==> config.mk <==
export PLATFORM = sky130hd
export DESIGN_NAME = hazard_ctrl
export DESIGN_NICKNAME = d
export VERILOG_FILES = /design/src/rtl/hazard_ctrl.sv
export SDC_FILE = /design/constraint.sdc
export NUM_CORES = 1
export LEC_CHECK = 0
export BUFFER_PORTS_ARGS = -buffer_cell sky130_fd_sc_hd__buf_2
export CORE_AREA = 2 2 102 104
export DETAILED_ROUTE_END_ITERATION = 8
export DIE_AREA = 0 0 104 106
export PLACE_DENSITY = 0.76
export SLEW_MARGIN = 10
export SYNTH_ARGS = -nofsm -noshare
export SYNTH_HDL_FRONTEND = slang
export SYNTH_SLANG_ARGS = --single-unit
==> constraint.sdc <==
create_clock -name clk_i -period 3.1 [get_ports clk_i]
set_input_delay 0.62 -clock clk_i [delete_from_list [all_inputs] [get_ports clk_i]]
set_output_delay 0.62 -clock clk_i [all_outputs]
set_load 0.02 [all_outputs]
==> src/rtl/hazard_ctrl.sv <==
// hazard_ctrl: backward-path pipeline control -- operand forwarding into ID, multi-cycle
// load-use stall and taken-branch flush. Define HAZARD_PERF_EN for stall/flush cycle counters.
module hazard_ctrl #(
    parameter int unsigned LOAD_STALL = 1
) (
    input  logic        clk_i,
    input  logic        rst_i,
    input  logic [4:0]  id_rR1_i,
    input  logic [4:0]  id_rR2_i,
    input  logic        id_re1_i,
    input  logic        id_re2_i,
    input  logic [31:0] id_rD1_i,
    input  logic [31:0] id_rD2_i,
    input  logic [4:0]  ex_wR_i,
    input  logic        ex_rf_we_i,
    input  logic [1:0]  ex_rf_wsel_i,
    input  logic [31:0] ex_wD_i,
    input  logic [4:0]  mem_wR_i,
    input  logic        mem_rf_we_i,
    input  logic [31:0] mem_wD_i,
    input  logic [4:0]  wb_wR_i,
    input  logic        wb_rf_we_i,
    input  logic [31:0] wb_wD_i,
    input  logic        ex_br_taken_i,
    output logic [31:0] fwd_rD1_o,
    output logic [31:0] fwd_rD2_o,
    output logic        pc_stall_o,
    output logic        ifid_stall_o,
    output logic        ifid_flush_o,
    output logic        idex_flush_o
`ifdef HAZARD_PERF_EN
    ,
    output logic [31:0] perf_stall_cnt_o,
    output logic [31:0] perf_flush_cnt_o
`endif
);

    localparam logic [1:0] WselRam   = 2'd1;
    localparam logic [2:0] StallInit = 3'(LOAD_STALL - 1);

    if (LOAD_STALL < 1 || LOAD_STALL > 7) begin : g_param_check
        $error("hazard_ctrl: LOAD_STALL must be within 1..7");
    end

    typedef enum logic [0:0] {
        StIdle,
        StStall
    } state_e;

    state_e     state_q, state_d;
    logic [2:0] cnt_q, cnt_d;

    logic ex_fwd_ok;
    logic ex_hit1, mem_hit1, wb_hit1;
    logic ex_hit2, mem_hit2, wb_hit2;
    logic rd1_live, rd2_live;
    logic load_use;
    logic stall;
    logic br_flush;

    // A load's data is not available in EX; it falls through to the MEM/WB sources instead.
    assign ex_fwd_ok = ex_rf_we_i && (ex_rf_wsel_i != WselRam);

    assign rd1_live = id_re1_i && (id_rR1_i != 5'd0);
    assign rd2_live = id_re2_i && (id_rR2_i != 5'd0);

    assign ex_hit1  = rd1_live && ex_fwd_ok   && (ex_wR_i  == id_rR1_i);
    assign mem_hit1 = rd1_live && mem_rf_we_i && (mem_wR_i == id_rR1_i);
    assign wb_hit1  = rd1_live && wb_rf_we_i  && (wb_wR_i  == id_rR1_i);

    assign ex_hit2  = rd2_live && ex_fwd_ok   && (ex_wR_i  == id_rR2_i);
    assign mem_hit2 = rd2_live && mem_rf_we_i && (mem_wR_i == id_rR2_i);
    assign wb_hit2  = rd2_live && wb_rf_we_i  && (wb_wR_i  == id_rR2_i);

    always_comb begin
        fwd_rD1_o = id_rD1_i;
        if (ex_hit1) begin
            fwd_rD1_o = ex_wD_i;
        end else if (mem_hit1) begin
            fwd_rD1_o = mem_wD_i;
        end else if (wb_hit1) begin
            fwd_rD1_o = wb_wD_i;
        end
    end

    always_comb begin
        fwd_rD2_o = id_rD2_i;
        if (ex_hit2) begin
            fwd_rD2_o = ex_wD_i;
        end else if (mem_hit2) begin
            fwd_rD2_o = mem_wD_i;
        end else if (wb_hit2) begin
            fwd_rD2_o = wb_wD_i;
        end
    end

    assign load_use = ex_rf_we_i && (ex_rf_wsel_i == WselRam) && (ex_wR_i != 5'd0) &&
                      ((id_re1_i && (id_rR1_i == ex_wR_i)) ||
                       (id_re2_i && (id_rR2_i == ex_wR_i)));

    always_ff @(posedge clk_i) begin
        if (rst_i) begin
            state_q <= StIdle;
            cnt_q   <= 3'd0;
        end else begin
            state_q <= state_d;
            cnt_q   <= cnt_d;
        end
    end

    // A taken branch squashes the stalled instruction, so it overrides and aborts any stall.
    always_comb begin
        state_d  = state_q;
        cnt_d    = cnt_q;
        stall    = 1'b0;
        br_flush = 1'b0;
        if (ex_br_taken_i) begin
            br_flush = 1'b1;
            state_d  = StIdle;
            cnt_d    = 3'd0;
        end else begin
            unique case (state_q)
                StIdle: begin
                    if (load_use) begin
                        stall = 1'b1;
                        if (LOAD_STALL > 1) begin
                            state_d = StStall;
                            cnt_d   = StallInit;
                        end
                    end
                end
                StStall: begin
                    stall = 1'b1;
                    cnt_d = cnt_q - 3'd1;
                    if (cnt_q == 3'd1) begin
                        state_d = StIdle;
                    end
                end
            endcase
        end
    end

    assign pc_stall_o   = stall;
    assign ifid_stall_o = stall;
    assign ifid_flush_o = br_flush;
    assign idex_flush_o = stall | br_flush;

`ifdef HAZARD_PERF_EN
    logic [31:0] perf_stall_q, perf_flush_q;

    always_ff @(posedge clk_i) begin
        if (rst_i) begin
            perf_stall_q <= 32'd0;
            perf_flush_q <= 32'd0;
        end else begin
            perf_stall_q <= perf_stall_q + 32'(stall);
            perf_flush_q <= perf_flush_q + 32'(br_flush);
        end
    end

    assign perf_stall_cnt_o = perf_stall_q;
    assign perf_flush_cnt_o = perf_flush_q;
`else
    // Counters compiled out; stall and flush behaviour is unchanged.
`endif

endmodule

-- Yosys cells after proc, flatten, opt, wreduce, memory -nomap -nowiden
Cells that the tools add are included.
- equality and inequality tests: 11
- reduce and logical (&&, ||, !) cells: 26
- add/subtract/negate cells: 1
- multiplexer cells: 11
- bitwise logic cells: 2
- operators by type and width (cell ; count):
    $mux W32 ; 6
    $eq A5 B5 Y1 ; 8
    $logic_and A1 B1 Y1 ; 20
    $reduce_bool A5 Y1 ; 3
    $mux W1 ; 4
    $eq A3 B1 Y1 const B ; 1
    $reduce_or A3 Y1 ; 1
    $sub A3 B1 Y3 const B ; 1
    $eq A2 B1 Y1 const B ; 1
    $ne A2 B1 Y1 const B ; 1
    $pmux W1 S2 ; 1
    $reduce_or A2 Y1 ; 1
    $logic_or A1 B1 Y1 ; 1
    $not A1 Y1 ; 1
    $or A1 B1 Y1 ; 1
- bits in registers: 4
- word-level logic and storage cells: 53
- input bits: 195
- output and inout bits: 68

-- Depth between registers and ports, before layout
Gate-level depths: netlist (run 1).
- depth after elaboration: 8
- depth in mapped cells: 7
- depth with buffers taken out: 5

-- Worst setup path before layout (run 1)
OpenSTA, ideal clock, no wires.
- path kind: input to output
- from: in ex_rf_wsel_i[0]
- to: out fwd_rD1_o[0]
- required time: 2480 ps
- stages on the path: 6
- data arrival time: 2305 ps
- path buffers: 1
- setup slack: 175 ps
- cell sequence: nor2b_1 > nand2b_1 > nor4_2 > a21oi_2 > buf_2 > a211oi_1
- longest elaborated chain between the ends: 5
- RTL lines (what ; line ; text):
    start, declared ; 16 ; input logic [1:0] ex_rf_wsel_i,
    $ne A2 B1 Y1 ; 62 ; assign ex_fwd_ok = ex_rf_we_i && (ex_rf_wsel_i != WselRam);
    $logic_and A1 B1 Y1 ; 62 ;
    $logic_and A1 B1 Y1 (2 in a row) ; 67 ; assign ex_hit1 = rd1_live && ex_fwd_ok && (ex_wR_i == id_rR1_i);
    $mux W32 ; 77 ; if (ex_hit1) begin
    end, declared ; 25 ; output logic [31:0] fwd_rD1_o,
Every way passes these cells.

-- Worst setup path in the final report (run 1)
- from: in id_rR1_i[4]
- to: out fwd_rD1_o[9]
- longest elaborated chain between the ends: 7
- elaborated cells between the ends (all ways): 14
- RTL lines (what ; line ; text):
    start, declared ; 8 ; input logic [4:0] id_rR1_i,
    $reduce_bool A5 Y1 ; 64 ; assign rd1_live = id_re1_i && (id_rR1_i != 5'd0);
    $logic_and A1 B1 Y1 ; 64 ;
    $logic_and A1 B1 Y1 (2 in a row) ; 69 ; assign wb_hit1 = rd1_live && wb_rf_we_i && (wb_wR_i == id_rR1_i);
    $mux W32 ; 81 ; end else if (wb_hit1) begin
    $mux W32 ; 79 ; end else if (mem_hit1) begin
    $mux W32 (*) ; 77 ;
Every way passes the cells marked *; elsewhere a longest branch is shown, timed or not.

==> results of run 1 <==
[per-stage QoR]
stage	utilization	TNS, ns	hold slack (ns)	instances	power [W]
after floorplan	-	0	0.4562	418	0.0003385
after global placement	0.4827	-0.1065	0.4695	820	0.0006129
after detailed placement	0.4827	-0.1394	0.4837	820	0.0006197
after CTS	0.4906	0	0.4878	823	0.0007378
after global routing	0.5075	-0.2418	0.5119	829	0.0008042
final	0.5075	0	0.4854	829	0.0007545
[cell usage after synthesis, types with 3 or more instances]
cell type / number / area share
nor2_1: 42 / 0.051
nor3_1: 36 / 0.059
nand2_1: 33 / 0.040
mux2i_1: 32 / 0.10
a211oi_2: 30 / 0.12
inv_1: 27 / 0.033
o21a_1: 24 / 0.059
a22o_1: 23 / 0.066
xnor2_1: 20 / 0.057
o221ai_1: 18 / 0.051
buf_2: 17 / 0.028
clkbuf_1: 11 / 0.013
xor2_1: 11 / 0.031
a21oi_1: 10 / 0.016
o221ai_2: 10 / 0.049
nand2b_1: 8 / 0.016
o21ai_1: 8 / 0.013
a211oi_1: 6 / 0.015
buf_6: 6 / 0.022
buf_4: 5 / 0.012
dfxtp_1: 4 / 0.026
nand3_1: 4 / 0.0065
o31a_1: 4 / 0.011
nor4_2: 3 / 0.012
[timing repair]
| action | in CTS | in global routing |
|---|---|---|
| cloned | 0 | 2 |
| buffers inserted | 0 | 4 |
| endpoints found under the setup margin | 5 | 37 |
| pin swaps | 0 | 6 |
| resized for setup | 9 | 27 |
[logic make-up after synthesis]
family / after synthesis
AOI/OAI and AO/OA: 142
xor gates and xnor gates: 31
adders and majority gates: 2
buffers and inverters: 67
DFF: 4
muxes: 32
and+or+nand+nor: 140
[worst register-to-register path: cells and delay by family (launching register included)]
| kind | cells | cell delay, ns |
|---|---|---|
| buffers and inverters | 1 | 0.06 |
| DFF | 1 | 0.37 |
| AOI/OAI and AO/OA | 1 | 0.39 |
| adders and majority gates | 1 | 0.28 |
[power breakdown]
part           leakage (nW)  switching (W)  total [W]  internal (W)
Combinational          2.54       0.000310   0.000592      0.000282
Clock                0.0216      0.0000275   0.000110     0.0000828
Sequential           0.0322              0  0.0000519     0.0000519
[how the worst max path moves through the flow]
stage / end / slack [ns] / cells past startpoint
global placement: fwd_rD1_o[9] / -0.04 / 9
global route: fwd_rD1_o[8] / -0.04 / 9
detailed placement: fwd_rD1_o[8] / -0.05 / 9
floorplan: fwd_rD1_o[0] / 0.17 / 6
CTS: fwd_rD1_o[19] / 0.02 / 8
finish: fwd_rD1_o[9] / 0.03 / 10
[per-layer routing]
metal	track usage	part of all wire	vias to the layer above
li1	-	-	2118
met1	0.2799	0.41	2043
met2	0.4243	0.50	242
met3	0.05212	0.076	20
met4	0.05405	0.022	0
met5	0	0	-
[sequential cells by signal, summed over array words and instances (netlist names)]
name and count:
state_q 1, cnt_q 3
[area by class of cell]
class,instances,share of cell area
clock buffers,3,0.008136
repair buffers,312,0.3844
flip-flops and latches,4,0.01578
multi-input cells,347,0.5382
inverters,27,0.01997
well taps,136,0.03353
==> out/metrics.csv, run 1 <==
stage,metric,value,unit
synthesis,synth_warnings,0,
global_routing,grt_usage,0.2336,
placed_design,portBuffers,262,
outcome,violations,DRC,
setup_path,r2r_start,cnt_q[0],
drt,via_per_inst,5.335,
outcome,outcome,finished with violations,
drt,dr_total_vias,4423,
synthesis,synth_top_family_by_area,compound AO/OA/AOI/OAI gates,
synthesis,synth-seq-area-share,0.02615,
placed_design,pre_cts_ws,-0.05319,ns
clocking,clock_latency,0.22,ns
clocking,clockBufferDepth,2,
setup_path,crit_chain,"buf_4, xor2_1, nor4_1, buf_4, nand4b_4, buf_12, mux2i_1, buf_4, a211oi_4, buf_6",
setup_path,crit_path_end_kind,output pin,
drt,wl_per_cell,16.99,um
power_and_ir_drop,ir_drop,0.1684,mV
setup_path,crit_family,buffers and inverters,
floorplan,start_util,0.3062,
setup_path,cpMostUsedCell,buf_4,
synthesis,async_flop_share,0,
clocking,cts_made_buffers,3,
synthesis,synth_seq_cells,4,
layout,multiInputGateArea,2731,um^2
timing,max_freq,325.6,MHz
flow_run,drv_cap,0,
setup_path,reg2reg_slack,1.89,ns
layout,fillers,964,
drt,drt_iter0_drc,238,
timing,final.setup.worst_slack,0.02895,ns
clocking,clk_pin_slew_worst_paths,0.03,ns
global_routing,grt_pass1_wl,21270,um
floorplan,die_y,106,um
timing,setup_viol,0,
floorplan,core-area,10000,um^2
drt,ant_nets,0,
layout,final_common_cell,buf_2,
synthesis,synth-xor-area-share,0.08868,
timing,drv_slew,0,
setup_path,cp-start-kind,primary input,
timing,worst_pin_slew,0.3919,ns
hold_path,min_path_type,reg -> reg,
timing,rsz0062_at_grt,true,
setup_path,r2r_cells,3,
synthesis,synth-simple-area-share,0.2317,
placed_design,routabilityCongestion,0.8601,
timing,slew_headroom,0.7368,
hold_path,hp-start,cnt_q[1],
synthesis,syn_area_per_cell,7.325,um^2
setup_path,cp_slowest_cell,nor4_1,
power_and_ir_drop,p_per_area,148.7,nW/um^2
hold_path,min_path_cells,2,
synthesis,synthFlopType,dfxtp_1,
synthesis,netlist-cell-type-count,44,
layout,diodes,0,
drt,drt_first_pass_iters,7,
setup_path,cp_data_required_time,2.48,ns
placed_design,hpwl,11210,um
layout,sequential_cell_area,80.08,um^2
global_routing,grt_antenna_before_repair,0,
global_routing,grt_max_degree,32,
clocking,cts-root-buf,clkbuf_8,
placed_design,placed_area,4827,um^2
timing,layout_min_cycle_time,3.071,ns
setup_path,critical_path_class,in -> out,
floorplan,rows,37,
setup_path,r2r-end,cnt_q[1],
setup_path,cp_slowest_stage_delay,0.35,ns
clocking,cts_hold_buf,0,
global_routing,grt_pass1_vias,4267,
global_routing,grt_overflow,0,
drt,wirelength,14090,um
floorplan,chipWidth,104,um
synthesis,syn_inst,418,
layout,drive_above_1_share,0.5411,
synthesis,syn_area,3062,um^2
synthesis,synth-adder-area-share,0.008173,
layout,nets,892,
layout,area_growth,65.75,%
timing,hold_violations,0,
setup_path,worstPathMaxFanout,10,
clocking,htree_num_levels,1,
synthesis,synth_compound_area_frac,0.4295,
setup_path,startpoint,id_rR1_i[4],
hold_path,min_to,cnt_q[1],
synthesis,syn_nets,615,
power_and_ir_drop,p_leak,2.597,nW
layout,final_cell_area,5075,um^2
setup_path,worstPathArrival,2.45,ns
setup_path,cp_num_buf_inv,5,
synthesis,synth_edf_count,0,
clocking,clock-sinks,4,
clocking,cts_tree,yes,
floorplan,die-area,11020,um^2
floorplan,pin_count,263,
timing,period_share,0.9907,
timing,skew,0.003439,ns
drt,drc,1,
layout,layout_common_cells,"buf_2 (252), nor2_1 (42), nor3_1 (35), buf_4 (35)",
synthesis,muxShareOfSynthArea,0.1046,
(Power assumes the default switching activity.)
==> run 2: changes to the inputs <==
- BUFFER_PORTS_ARGS: -buffer_cell sky130_fd_sc_hd__buf_2 -> -buffer_cell sky130_fd_sc_hd__clkbuf_2
- CTS_CLUSTER_DIAMETER: default -> 200
==> run 2 against run 1 <==
Against the previous run:
- the run now ends clean
- global-route usage increased by 0.45 points
- combinational power decreased by 2%
- flip-flop and latch count unchanged
- via count decreased by 0.52%
- critical path depth unchanged
- register-to-register slack about the same
- utilization decreased by 1.7 points
- total power decreased by 1.2%
- clock-buffer cell count unchanged
- fmax decreased by 0.40%
- largest power group unchanged
==> out/metrics.csv, run 2 (synthesis gave the netlist of run 1 again) <==
stage,metric,value,unit,change
placed_design,routabilityCongestion,0.8908,,+3.6%
timing,drv_slew,0,,unchanged
timing,hold_violations,0,,unchanged
global_routing,grt_pass1_vias,4293,,+0.61%
global_routing,grt_max_degree,29,,-9.4%
layout,largest_register,cnt_q,,
global_routing,grt_antenna_before_repair,0,,unchanged
clocking,cts_hold_buf,0,,unchanged
drt,wl_per_cell,17.38,um,+2.3%
drt,via_per_inst,5.386,,+0.94%
clocking,cts_made_buffers,3,,unchanged
hold_path,min_to,cnt_q[1],,
clocking,clock-sinks,4,,unchanged
timing,setup_viol,0,,unchanged
floorplan,start_util,0.3062,,unchanged
global_routing,grt_usage,0.2381,,+0.004468
power_and_ir_drop,switchingPower,0.0003417,W,+1.2%
setup_path,crit_path_end_kind,output pin,,
setup_path,critical_path_class,in -> out,,
drt,dr_total_vias,4400,,-0.52%
setup_path,r2r-end,cnt_q[1],,
setup_path,cp_data_required_time,2.48,ns,about the same
setup_path,worstPathArrival,2.46,ns,about the same
drt,drt_iter0_drc,364,,+53%
floorplan,core-area,10000,um^2,unchanged
layout,diodes,0,,unchanged
power_and_ir_drop,clockPowerShare,0.150,,+0.004
power_and_ir_drop,p_per_area,152.2,nW/um^2,+2.3%
layout,nets,880,,-1.3%
power_and_ir_drop,ir_drop,0.1074,mV,-36%
flow_run,drv_cap,0,,unchanged
timing,period_share,0.9946,,+0.003982
clocking,clock_latency,0.22,ns,about the same
layout,area_growth,60.07,%,
hold_path,min_path_type,reg -> reg,,
setup_path,r2r_cells,3,,unchanged
layout,layout_common_cells,"clkbuf_2 (260), nor2_1 (42), nand2_1 (33), a211oi_2 (33), nor3_1 (32)",,
hold_path,min_path_cells,2,,unchanged
power_and_ir_drop,finalPower,0.0007457,W,-1.2%
layout,drive_above_1_share,0.5404,,-0.0007437
timing,layout_min_cycle_time,3.083,ns,+0.01234 ns
placed_design,portBuffers,262,,unchanged
timing,max_freq,324.3,MHz,-0.40%
timing,worst_pin_slew,0.3785,ns,-0.01340 ns
setup_path,reg2reg_slack,1.89,ns,about the same
clocking,htree_num_levels,1,,unchanged
layout,final_common_cell,clkbuf_2,,
timing,slew_headroom,0.7458,,+0.009001
timing,rsz0062_at_grt,true,,
floorplan,die_y,106,um,unchanged
placed_design,hpwl,11340,um,+1.2%
floorplan,rows,37,,unchanged
layout,largest_reg_flops,3,,unchanged
drt,wirelength,14200,um,+0.81%
hold_path,hp-start,cnt_q[1],,
drt,ant_nets,0,,unchanged
power_and_ir_drop,pwr-share-comb,0.780,,-0.005
floorplan,die-area,11020,um^2,unchanged
clocking,cts-root-buf,clkbuf_8,,
clocking,clk_pin_slew_worst_paths,0.03,ns,about the same
outcome,outcome,completed,,
power_and_ir_drop,internal_power,0.0004041,W,-3.1%
power_and_ir_drop,seqPwrFrac,0.070,,about the same
clocking,cts_tree,yes,,
power_and_ir_drop,p_sw_frac,0.4582,,+0.01082
global_routing,grt_pass1_wl,21450,um,+0.85%
drt,drc,0,,-1
clocking,clockBufferDepth,2,,unchanged
layout,final_core_util,0.4901,,-0.01739
global_routing,grt_overflow,0,,unchanged
setup_path,worstPathMaxFanout,17,,+7
setup_path,r2r_start,cnt_q[0],,
floorplan,pin_count,263,,unchanged
layout,largestRegisters,"cnt_q: 3 flops, state_q: 1 flops",,
floorplan,chipWidth,104,um,unchanged
setup_path,cp-start-kind,primary input,,
power_and_ir_drop,p_leak,2.547,nW,-1.9%
timing,skew,0.0004381,ns,-0.003000 ns
drt,drt_first_pass_iters,5,,-2
## run 2: cell count changes in the layout (fill, tap and decap cells not counted), moves of 4 or more
cell,change
a211oi_2,+4
buf_2,-251
buf_4,-12
buf_6,-6
clkbuf_2,+260
## run 2: critical path, cell delays in order
cell	delay (ns)
clkbuf_2	0.10
or4_4	0.55
o21ai_2	0.18
buf_4	0.15
nor4_4	0.03
buf_4	0.16
a21oi_4	0.18
buf_12	0.20
a211oi_2	0.11
buf_4	0.17
## run 2: cell type report
type / count / area (um^2)
Timing Repair Buffer: 300 / 1773
Sequential cell: 4 / 80.08
Tap cell: 136 / 170.2
Inverter: 27 / 101.3
Clock buffer: 3 / 41.29
Fill cell: 1039 / 5099
Multi-Input combinational cell: 347 / 2735
## run 2: metrics by stage
step / instances / setup TNS [ns] / area, um^2 / setup slack [ns] / hold slack (ns)
5_1_grt: 817 / -0.3061 / 4901 / -0.03929 / 0.5176
2_1_floorplan: 418 / 0 / 3062 / 0.1748 / 0.4562
3_5_place_dp: 813 / -0.1070 / 4775 / -0.07491 / 0.4839
4_1_cts: 816 / 0 / 4826 / 0.002058 / 0.4879
3_3_place_gp: 813 / -0.05549 / 4775 / -0.05440 / 0.4702
6_report: 817 / 0 / 4901 / 0.01661 / 0.4867
## run 2: how the worst max path moves through the flow
stage | depth (start not counted) | startpoint | endpoint | slack, ns
after global routing | 10 | id_rR1_i[0] | fwd_rD1_o[19] | -0.04
after detailed placement | 7 | id_rR2_i[1] | fwd_rD2_o[10] | -0.07
after floorplan | 6 | ex_rf_wsel_i[0] | fwd_rD1_o[0] | 0.17
final | 10 | id_rR1_i[0] | fwd_rD1_o[19] | 0.02
after global placement | 7 | id_rR2_i[1] | fwd_rD2_o[10] | -0.05
after CTS | 8 | id_rR2_i[1] | fwd_rD2_o[20] | 0.002
## run 2: timing repair
item / 4_1_cts / 5_1_grt
buffers inserted: 0 / 1
endpoints found under the setup margin: 2 / 51
gates resized for setup: 2 / 19
pin swaps: 0 / 1
cloned: 0 / 0
## run 2: power by group through the flow
stage          clock [W]  combinational [W]  sequential [W]
2_1_floorplan          0           0.000286       0.0000525
3_3_place_gp           0           0.000566       0.0000525
3_5_place_dp           0           0.000570       0.0000525
4_1_cts         0.000114           0.000573       0.0000518
5_1_grt         0.000121           0.000622       0.0000518
6_report        0.000112           0.000582       0.0000518
## run 2: routing by layer
metal,wire length (um),up-vias,share of wire,track usage
li1,-,2093,-,-
met4,331,0,0.023,0.07239
met2,7167,267,0.50,0.4370
met3,1196,24,0.084,0.04598
met5,0,-,0,0
met1,5507,2016,0.39,0.2793
==> run 3: changes to the inputs <==
- BUFFER_PORTS_ARGS: -buffer_cell sky130_fd_sc_hd__clkbuf_2 -> default
- DONT_BUFFER_PORTS: default -> 1
- PLACE_DENSITY: 0.76 -> 0.54
==> run 3 against run 2 <==
Against the previous run:
- clock power barely moved
- clock skew rose by 0.0035 ns
- setup slack improved by 0.067 ns
- worst hold slack got worse by 0.0096 ns
- flip-flop and latch count did not move
- die area did not move
- cell area fell by 21%
- critical endpoint is now fwd_rD2_o[10]
- critical path type unchanged
- register-to-register slack improved by 0.03 ns
- first-iteration DRC count fell by 6.0%
==> out/metrics.csv, run 3 (synthesis gave the netlist of run 1 again) <==
stage,metric,value,unit,change
outcome,outcome,completed,,
power_and_ir_drop,clockPowerShare,0.194,,+0.044
timing,slew_headroom,0.5665,,-0.1793
global_routing,grt_pass1_vias,3705,,-14%
layout,drive_above_1_share,0.2904,,-0.2500
layout,final_cell_area,3851,um^2,-21%
clocking,clock-sinks,4,,unchanged
layout,layout.cells.non_filler,594,,-27%
placed_design,place_inst,586,,-28%
setup_path,startpoint,id_rR2_i[1],,
placed_design,pre_cts_ws,-0.1471,ns,-0.07223 ns
placed_design,placed_area,3739,um^2,-22%
drt,ant_nets,0,,unchanged
power_and_ir_drop,p_per_area,147.2,nW/um^2,-3.3%
setup_path,r2r-end,cnt_q[1],,
timing,setup_viol,0,,unchanged
power_and_ir_drop,seqPwrFrac,0.091,,+0.021
clocking,cts_hold_buf,0,,unchanged
setup_path,crit_path_end_kind,output pin,,
drt,wirelength,13250,um,-6.7%
timing,worst_pin_slew,0.6434,ns,+0.2649 ns
setup_path,cp_slowest_cell,or4_4,,
clocking,cts_made_buffers,3,,unchanged
layout,fillers,1050,,+1.1%
placed_design,hpwl,10580,um,-6.7%
power_and_ir_drop,pwr-share-comb,0.715,,-0.065
layout,largest_reg_flops,3,,unchanged
global_routing,grt_pass1_wl,19820,um,-7.6%
placed_design,portBuffers,0,,-100%
global_routing,grt_usage,0.2197,,-0.01838
flow_run,drv_cap,0,,unchanged
setup_path,timing.critical_path.to,fwd_rD2_o[10],,
layout,diodes,0,,unchanged
layout,final_common_cell,buf_4,,
setup_path,cp_slowest_stage_delay,0.54,ns,about the same
timing,max_freq,331.6,MHz,+2.2%
floorplan,rows,37,,unchanged
layout,largest_register,cnt_q,,
clocking,clock_latency,0.22,ns,about the same
layout,nets,657,,-25%
layout,final_core_util,0.3851,,-0.1050
drt,via_per_inst,6.104,,+13%
timing,hold_ws,0.4770,ns,-0.009613 ns
floorplan,start_util,0.3062,,unchanged
floorplan,die_y,106,um,unchanged
power_and_ir_drop,p_sw_frac,0.4346,,-0.02357
power_and_ir_drop,p_leak,1.669,nW,-34%
layout,layout_common_cells,"buf_4 (61), nor2_1 (42), nor3_1 (35)",,
setup_path,worstPathMaxFanout,15,,-2
setup_path,worstPathArrival,2.40,ns,-0.06 ns
drt,drt_first_pass_iters,5,,unchanged
clocking,htree_num_levels,1,,unchanged
setup_path,cp_data_required_time,2.48,ns,about the same
global_routing,grt_max_degree,29,,unchanged
drt,wl_per_cell,22.31,um,+28%
timing,layout_min_cycle_time,3.016,ns,-0.06745 ns
floorplan,chipWidth,104,um,unchanged
power_and_ir_drop,ir_drop,0.2975,mV,+180%
floorplan,pin_count,263,,unchanged
timing,period_share,0.9729,,-0.02176
drt,drt_iter0_drc,342,,-6.0%
global_routing,grt_overflow,0,,unchanged
timing,drv_slew,0,,unchanged
floorplan,core-area,10000,um^2,unchanged
setup_path,reg2reg_slack,1.92,ns,+0.03 ns
power_and_ir_drop,switchingPower,0.0002463,W,-28%
placed_design,routabilityCongestion,0.8256,,-7.3%
clocking,clk_pin_slew_worst_paths,0.03,ns,about the same
setup_path,crit_chain,"or4_4, o21ai_4, buf_12, or4_1, buf_6, o21ai_1, o21ai_1, buf_4",,
setup_path,cpMostUsedCell,o21ai_1,,
timing,rsz0062_at_grt,false,,
layout,sequential_cell_area,80.08,um^2,unchanged
timing,final.setup.worst_slack,0.08406,ns,+0.06745 ns
hold_path,min_path_type,in -> reg,,
timing,hold_violations,0,,unchanged
layout,largestRegisters,"cnt_q: 3 flops, state_q: 1 flops",,
clocking,cts_tree,yes,,
setup_path,cp-start-kind,primary input,,
power_and_ir_drop,internal_power,0.0003205,W,-21%
timing,skew,0.003953,ns,+0.003515 ns
drt,dr_total_vias,3626,,-18%
layout,multiInputGateArea,2689,um^2,-1.7%
clocking,clockBufferDepth,2,,unchanged
setup_path,critical_path_class,in -> out,,
setup_path,r2r_start,cnt_q[0],,
clocking,cts-root-buf,clkbuf_8,,
setup_path,r2r_cells,3,,unchanged
drt,drc,0,,unchanged
floorplan,die-area,11020,um^2,unchanged
global_routing,grt_antenna_before_repair,0,,unchanged
layout,area_growth,25.79,%,
## run 3: critical path, delay by kind of cell
kind                   cells  cell delay (ns)
AND/OR/NAND/NOR            2             0.70
AO/OA/AOI/OAI              3             0.51
buffers and inverters      3             0.54
## run 3: final cells by class
cell class	instances	share of cell area
timing repair buffer	77	0.1998
multi-input combinational	347	0.6982
tap	136	0.04418
inverter	27	0.02632
sequential	4	0.02079
clock buffer	3	0.01072
## run 3: routing by layer
| metal | vias to the layer above | wire length, um | GRT usage |
|---|---|---|---|
| met5 | - | 0 | 0 |
| met2 | 239 | 6821 | 0.4154 |
| met3 | 28 | 1096 | 0.03924 |
| met1 | 1714 | 4982 | 0.2458 |
| li1 | 1645 | - | - |
| met4 | 0 | 352 | 0.07819 |
## run 3: timing repair
item                       CTS  global route
setup buffers                3             2
setup endpoints to repair   26             3
gates resized for setup      1             4
pin swaps                    1             1
## run 3: how the worst min path moves through the flow
stage                     startpoint       end  slack, ns  cells past startpoint
after floorplan             cnt_q[1]  cnt_q[1]       0.46                      2
after global placement      cnt_q[1]  cnt_q[1]       0.47                      2
after detailed placement    cnt_q[1]  cnt_q[1]       0.48                      2
after CTS                      rst_i  cnt_q[2]       0.48                      1
after global routing           rst_i  cnt_q[0]       0.47                      1
final                          rst_i  cnt_q[0]       0.48                      1
## run 3: stage by stage
step | total power [W] | TNS (ns)
after global placement | 0.0004477 | -1.266
after detailed placement | 0.0004537 | -2.960
after floorplan | 0.0003385 | 0
after global routing | 0.0005990 | 0
after CTS | 0.0005673 | 0
final | 0.0005668 | 0
## run 3: power by group through the flow
stage	Sequential [W]	Combinational [W]	Clock (W)
floorplan	0.0000525	0.000286	0
global placement	0.0000525	0.000395	0
detailed placement	0.0000525	0.000401	0
CTS	0.0000518	0.000404	0.000112
global route	0.0000518	0.000430	0.000117
finish	0.0000518	0.000405	0.000110
